--- config.mk ---
export PLATFORM = sky130hd
export DESIGN_NAME = mag_sample_sequencer
export DESIGN_NICKNAME = d
export VERILOG_FILES = /design/src/rtl/mag_seq_pkg.sv /design/src/rtl/mag_pkt_buffer.sv /design/src/rtl/mag_sample_sequencer.sv
export SDC_FILE = /design/constraint.sdc
export NUM_CORES = 1
export LEC_CHECK = 0
export CORE_ASPECT_RATIO = 0.5
export CORE_MARGIN = 2
export CORE_UTILIZATION = 39
export DETAILED_ROUTE_END_ITERATION = 10
export GPL_ROUTABILITY_DRIVEN = 0
export GPL_TIMING_DRIVEN = 0
export HOLD_SLACK_MARGIN = 0.15
export PLACE_DENSITY = 0.77
export SYNTH_ARGS = -nofsm -noshare
export SYNTH_HDL_FRONTEND = slang
export SYNTH_SLANG_ARGS = --single-unit
--- constraint.sdc ---
create_clock -name clk -period 3.9 [get_ports clk]
set_clock_uncertainty 0.1 [all_clocks]
set_input_delay 0.585 -clock clk [delete_from_list [all_inputs] [get_ports clk]]
set_output_delay 0.585 -clock clk [all_outputs]
set_load 0.05 [all_outputs]
--- src/rtl/mag_seq_pkg.sv ---
// Shared constants for the HMC5883L sample sequencer: state codes, packet
// field layout and the new-packet qualifier.
package mag_seq_pkg;

    // Sequencer state codes, also visible on the seq_state debug port
    localparam logic [2:0] IDLE     = 3'd0;
    localparam logic [2:0] HOLD_RST = 3'd1;
    localparam logic [2:0] RUN      = 3'd2;
    localparam logic [2:0] FAULT    = 3'd3;

    // Packet layout: {xyz[79:32], timestamp[31:8], marker[7:0]}
    localparam int PKT_W   = 80;
    localparam int TS_LSB  = 8;
    localparam int XYZ_LSB = 32;
    localparam int TS_MSB  = XYZ_LSB - 1;
    localparam int TS_W    = TS_MSB - TS_LSB + 1;

    localparam logic [7:0] MAG_MARKER = 8'h4D;

    // A packet is new when it carries the marker and a timestamp we have not
    // captured yet; this also rejects the all-zero bus after interface reset.
    function automatic logic is_new_pkt(input logic [TS_LSB-1:0] marker,
                                        input logic [TS_W-1:0]   ts,
                                        input logic [TS_W-1:0]   last_ts);
        return (marker == MAG_MARKER) && (ts != last_ts);
    endfunction

endpackage

--- src/rtl/mag_pkt_buffer.sv ---
// Single-entry packet buffer between the sequencer and the memory writer.
//
// Handshake: an entry is transferred on a clk edge where valid && ready.
// valid stays high and data stays stable until that transfer, except when a
// new packet overwrites an unconsumed entry (counted in drop_count). A load
// in the same cycle as a transfer simply refills the entry: no drop.
module mag_pkt_buffer #(
    parameter int W = 80
) (
    input  logic         clk,
    input  logic         rst,
    input  logic         load,
    input  logic [W-1:0] load_data,
    input  logic         ready,
    output logic [W-1:0] data,
    output logic         valid,
    output logic [7:0]   drop_count
);

    logic [W-1:0] data_q, data_d;
    logic         valid_q, valid_d;
    logic [7:0]   drop_q, drop_d;

    // Next-entry logic: load wins, otherwise a handshake empties the entry
    always_comb begin
        data_d  = data_q;
        valid_d = valid_q;
        drop_d  = drop_q;
        if (load) begin
            data_d  = load_data;
            valid_d = 1'b1;
            if (valid_q && !ready && (drop_q != 8'hFF)) begin
                drop_d = drop_q + 8'd1;
            end
        end else if (valid_q && ready) begin
            valid_d = 1'b0;
        end
    end

    // Entry registers, cleared asynchronously
    always_ff @(posedge clk or posedge rst) begin
        if (rst) begin
            data_q  <= '0;
            valid_q <= 1'b0;
            drop_q  <= 8'd0;
        end else begin
            data_q  <= data_d;
            valid_q <= valid_d;
            drop_q  <= drop_d;
        end
    end

    assign data       = data_q;
    assign valid      = valid_q;
    assign drop_count = drop_q;

endmodule

--- src/rtl/mag_sample_sequencer.sv ---
// HMC5883L sample sequencer: drives the I2C interface reset, captures new
// packets into a one-entry buffer and restarts the interface when packets
// stop arriving.
// Build option: define MAG_WATCHDOG_EN to include the watchdog, retry
// counting and FAULT state; without it RUN only exits on enable=0 or rst.
module mag_sample_sequencer
    import mag_seq_pkg::*;
#(
    parameter logic [23:0] TIMEOUT_CYCLES  = 24'd500000,
    parameter logic [7:0]  RST_HOLD_CYCLES = 8'd16,
    parameter logic [3:0]  MAX_RETRIES     = 4'd8
) (
    input  logic             clk,
    input  logic             rst,
    input  logic             enable,
    input  logic [PKT_W-1:0] mag_data,
    output logic             mag_rst_n,
    output logic [PKT_W-1:0] pkt_data,
    output logic             pkt_valid,
    input  logic             pkt_ready,
    output logic [15:0]      sample_count,
    output logic [7:0]       drop_count,
    output logic [7:0]       timeout_count,
    output logic             fault,
    output logic [2:0]       seq_state
);

    logic [2:0]      state_q, state_d;
    logic [7:0]      hold_ctr_q, hold_ctr_d;
    logic [TS_W-1:0] last_ts_q, last_ts_d;
    logic [15:0]     sample_count_q, sample_count_d;

    logic new_pkt;
    logic capture;
    logic wd_fire;
    logic wd_to_fault;

    assign new_pkt = is_new_pkt(mag_data[TS_LSB-1:0], mag_data[TS_MSB:TS_LSB], last_ts_q);
    assign capture = (state_q == RUN) && new_pkt;

    // State and capture registers
    always_ff @(posedge clk or posedge rst) begin
        if (rst) begin
            state_q        <= IDLE;
            hold_ctr_q     <= 8'd0;
            last_ts_q      <= '0;
            sample_count_q <= 16'd0;
        end else begin
            state_q        <= state_d;
            hold_ctr_q     <= hold_ctr_d;
            last_ts_q      <= last_ts_d;
            sample_count_q <= sample_count_d;
        end
    end

    // Next-state logic; enable low overrides every transition
    always_comb begin
        state_d        = state_q;
        hold_ctr_d     = 8'd0;
        last_ts_d      = last_ts_q;
        sample_count_d = sample_count_q;
        if (capture) begin
            last_ts_d      = mag_data[TS_MSB:TS_LSB];
            sample_count_d = sample_count_q + 16'd1;
        end
        case (state_q)
            IDLE: begin
                if (enable) state_d = HOLD_RST;
            end
            HOLD_RST: begin
                if (hold_ctr_q == RST_HOLD_CYCLES - 8'd1) begin
                    state_d = RUN;
                end else begin
                    hold_ctr_d = hold_ctr_q + 8'd1;
                end
            end
            RUN: begin
                if (wd_fire) state_d = wd_to_fault ? FAULT : HOLD_RST;
            end
            FAULT: begin
                state_d = FAULT;
            end
            default: begin
                state_d = IDLE;
            end
        endcase
        if (!enable) begin
            state_d    = IDLE;
            hold_ctr_d = 8'd0;
        end
    end

    // Outputs: the interface only runs out of reset in RUN
    always_comb begin
        mag_rst_n = (state_q == RUN);
        seq_state = state_q;
    end

    assign sample_count = sample_count_q;

`ifdef MAG_WATCHDOG_EN
    logic [23:0] wd_ctr_q, wd_ctr_d;
    logic [3:0]  retry_ctr_q, retry_ctr_d;
    logic [7:0]  timeout_count_q, timeout_count_d;
    logic        fault_q, fault_d;

    assign wd_fire     = (state_q == RUN) && !new_pkt && (wd_ctr_q == TIMEOUT_CYCLES - 24'd1);
    assign wd_to_fault = ((retry_ctr_q + 4'd1) == MAX_RETRIES);

    // Watchdog registers
    always_ff @(posedge clk or posedge rst) begin
        if (rst) begin
            wd_ctr_q        <= 24'd0;
            retry_ctr_q     <= 4'd0;
            timeout_count_q <= 8'd0;
            fault_q         <= 1'b0;
        end else begin
            wd_ctr_q        <= wd_ctr_d;
            retry_ctr_q     <= retry_ctr_d;
            timeout_count_q <= timeout_count_d;
            fault_q         <= fault_d;
        end
    end

    // Watchdog counts idle RUN cycles; retries restart from IDLE or a good packet
    always_comb begin
        wd_ctr_d        = 24'd0;
        retry_ctr_d     = retry_ctr_q;
        timeout_count_d = timeout_count_q;
        if (state_q == IDLE) begin
            retry_ctr_d = 4'd0;
        end else if (state_q == RUN) begin
            if (new_pkt) begin
                retry_ctr_d = 4'd0;
            end else if (wd_fire) begin
                retry_ctr_d = retry_ctr_q + 4'd1;
                if (timeout_count_q != 8'hFF) timeout_count_d = timeout_count_q + 8'd1;
            end else begin
                wd_ctr_d = wd_ctr_q + 24'd1;
            end
        end
        fault_d = fault_q || (state_d == FAULT);
    end

    assign timeout_count = timeout_count_q;
    assign fault         = fault_q;
`else
    logic unused_wd_cfg;

    assign wd_fire       = 1'b0;
    assign wd_to_fault   = 1'b0;
    assign timeout_count = 8'd0;
    assign fault         = 1'b0;
    assign unused_wd_cfg = ^{TIMEOUT_CYCLES, MAX_RETRIES};
`endif

    mag_pkt_buffer #(
        .W(PKT_W)
    ) u_buf (
        .clk       (clk),
        .rst       (rst),
        .load      (capture),
        .load_data (mag_data),
        .ready     (pkt_ready),
        .data      (pkt_data),
        .valid     (pkt_valid),
        .drop_count(drop_count)
    );

endmodule
==> impl_metrics.py <==
metrics = {
    "global_routing": {
        "grt_first_pass_wirelength_um": 19800,
        "use_met2": 0.338,
        "grt-busiest-layer": "met2",
        "grt_pass1_vias": 3761,
        "antenna_found_initial": 0,
        "grt.met1_usage": 0.218,
        "grt_max_degree": 62,
        "grtUsageTotal": 0.188,
        "gr-usage-met3": 0.0457,
        "grt-ovfl-total": 0,
    },
    "run": {
        "drv_cap": 0,
    },
    "setup_path": {
        "crit_chain": "inv_1 > ha_1 > clkdlybuf4s50_1",
        "critPathKind": "reg -> out",
        "r2r_cells": 9,
        "critPathLaunchType": "flip-flop",
        "crit_family": "buffers and inverters",
        "worst_path_max_delay_cell": "clkdlybuf4s50_1",
        "max_stage_delay_ns": 0.84,
        "critPathRequiredTime_ns": 3.21,
        "rrSetupSlack_ns": 1.46,
        "crit_start": "seq_state[0]",
        "arrival_ns": 2.01,
        "critPathBufInv": 2,
        "critPathCaptureType": "primary output",
        "reg2reg_from": "seq_state[0]",
        "r2r_end": "last_ts_q[15]",
        "path_max_fanout": 5,
        "worstSetupEndpoint": "mag_rst_n",
        "cp.depth": 3,
    },
    "clock_tree": {
        "clock-sinks": 115,
        "cts.clk_slew.worst_paths_ns": 0.05,
        "cts_tree": "yes",
        "root_buffer": "clkbuf_16",
        "holdBufCountCts": 0,
        "cts_setup_buffers": 0,
        "cts-resized-gates": 0,
        "insertion_delay_ns": 0.40,
        "cts_max_level": 4,
        "clk_path_buf_depth": 2,
        "cts_buffers": 17,
    },
    "floorplanning": {
        "die_y_um": 83.7,
        "die_w_um": 163,
        "core_area_um2": 12500,
        "ios": 202,
        "initial_core_util": 0.396,
        "std_cell_rows": 29,
        "die_area_um2": 13700,
    },
    "logic_synthesis": {
        "synthFlopType": "dfrtp_1",
        "synth_area_leaders": "dfrtp_1 (58%), mux2_2 (15%), xor2_1 (8.0%), mux2_4 (2.1%), buf_4 (1.5%)",
        "synth_edf_count": 0,
        "avgSynthCellArea_um2": 13.5,
        "syn-instance-count": 367,
        "synth_top_area_frac": 0.581,
        "synth.distinct_cells": 33,
        "synth-seq-cells": 115,
        "ys_warn_count": 0,
        "async_flop_share": 1.00,
        "yosysTopAreaCell": "dfrtp_1",
        "yosysSeqAreaShare": 0.581,
        "syn_area_um2": 4960,
    },
    "worst_hold_path": {
        "worst_hold_startpoint": "u_buf.data[3]",
        "min_path_type": "reg -> reg",
    },
    "pwr": {
        "pwr_density_cell_nw_per_um2": 427,
        "cellLeakagePower_nw": 3.71,
        "power_mw": 3.30,
        "ir_drop_mv": 0.270,
    },
    "sta": {
        "setup_tns_ns": 0,
        "finalHoldViolCount": 0,
        "slew_headroom": 0.635,
        "rsz0062_at_grt": "false",
        "max_freq_mhz": 371,
        "min_period_ns": 2.70,
        "finalMaxSlewViolations": 0,
        "min_period_over_period": 0.692,
        "finalSetupViolCount": 0,
        "worst_pin_slew_ns": 0.546,
    },
    "status": {
        "status": "finished, final reports clean",
    },
    "placed_design": {
        "io_buffers": 191,
        "dp_hpwl_um": 8880,
    },
    "finish": {
        "mostFrequentLayoutCell": "clkdlybuf4s50_1",
        "antennaDiodeCount": 0,
        "finalNetCount": 677,
        "layout_common_cells": "clkdlybuf4s50_1 (191), dfrtp_1 (115), mux2_2 (67)",
        "fill_cells": 1012,
        "area_delta_synth_final_pct": 55.7,
        "final_layout_size_suffix_gt1_frac": 0.215,
    },
    "route": {
        "drt_iter0_markers": 97,
        "antenna_left": 0,
        "wirelength_um": 12100,
        "vias": 3569,
        "wire_per_inst_um": 15.7,
        "drtPass1Iterations": 4,
        "drc": 0,
        "vias_per_cell": 4.64,
    },
}
sequential cells by signal, summed over array words and instances (netlist names):
register          flops
u_buf.data           57
last_ts_q            23
sample_count         16
hold_ctr_q            8
u_buf.drop_count      8
seq_state             2
u_buf.valid           1
cells in the mapped netlist (all sizes together), types with 4 or more instances:
library cell  count
and2              4
nor4             10
nor3              8
nand4             6
xor2             45
mux2             74
ha                6
nand2            14
xnor2             7
nor2             14
inv               5
nand3            10
nand2b            4
buf              21
dfrtp           115
and3              8
o21ai             4
through the flow:
stage	setup WS [ns]	hold WS, ns	util	instances	instance area (um^2)
final	1.20	0.373	0.616	769	7710
after global routing	1.06	0.388	0.616	769	7710
after CTS	1.18	0.372	0.616	769	7710
after detailed placement	0.920	0.357	0.571	738	7150
after global placement	-1.68	0.350	0.568	737	7110
after floorplan	0.171	0.355	-	376	4990
cells by family (layout without fill, tap and decap cells):
logic type / Yosys count / after routing / share of synthesized area
AO/OA/AOI/OAI: 9 / 9 / 0.0134
flip-flops: 115 / 115 / 0.581
XOR/XNOR: 52 / 52 / 0.0919
buffers and inverters: 26 / 249 / 0.0338
AND/OR/NAND/NOR: 84 / 84 / 0.0909
other: 1 / 10 / 0.000757
adder cells (fa/ha/maj): 6 / 6 / 0.0151
multiplexers: 74 / 74 / 0.173
metal layers:
layer / vias to the layer above / share of wire
met3: 23 / 0.047
met2: 83 / 0.54
met4: 0 / 0.020
li1: 1689 / -
met5: - / 0
met1: 1774 / 0.39
worst min-delay path by stage:
| stage | end | slack, ns | depth (start not counted) |
|---|---|---|---|
| finish | u_buf.data[3] | 0.37 | 1 |
| global route | u_buf.data[2] | 0.39 | 1 |
| CTS | u_buf.data[3] | 0.37 | 1 |
| detailed placement | u_buf.data[0] | 0.36 | 1 |
| global placement | u_buf.data[0] | 0.35 | 1 |
| floorplan | hold_ctr_q[0] | 0.36 | 1 |
power breakdown:
group	internal, mW	switching, mW	total [mW]
Sequential	1.24	0.0396	1.28
Combinational	0.226	0.305	0.531
Clock	0.971	0.514	1.49
layout make-up:
class | count | area, um^2 | area share
Tap cell | 170 | 213 | 0.0276
Buffer | 21 | 149 | 0.0193
Multi-Input combinational cell | 235 | 1940 | 0.252
Timing Repair Buffer | 192 | 1940 | 0.251
Clock inverter | 4 | 45.0 | 0.00584
Sequential cell | 115 | 2880 | 0.373
Inverter | 5 | 23.8 | 0.00308
Clock buffer | 27 | 523 | 0.0678
Power figures use the tool's default switching activity.
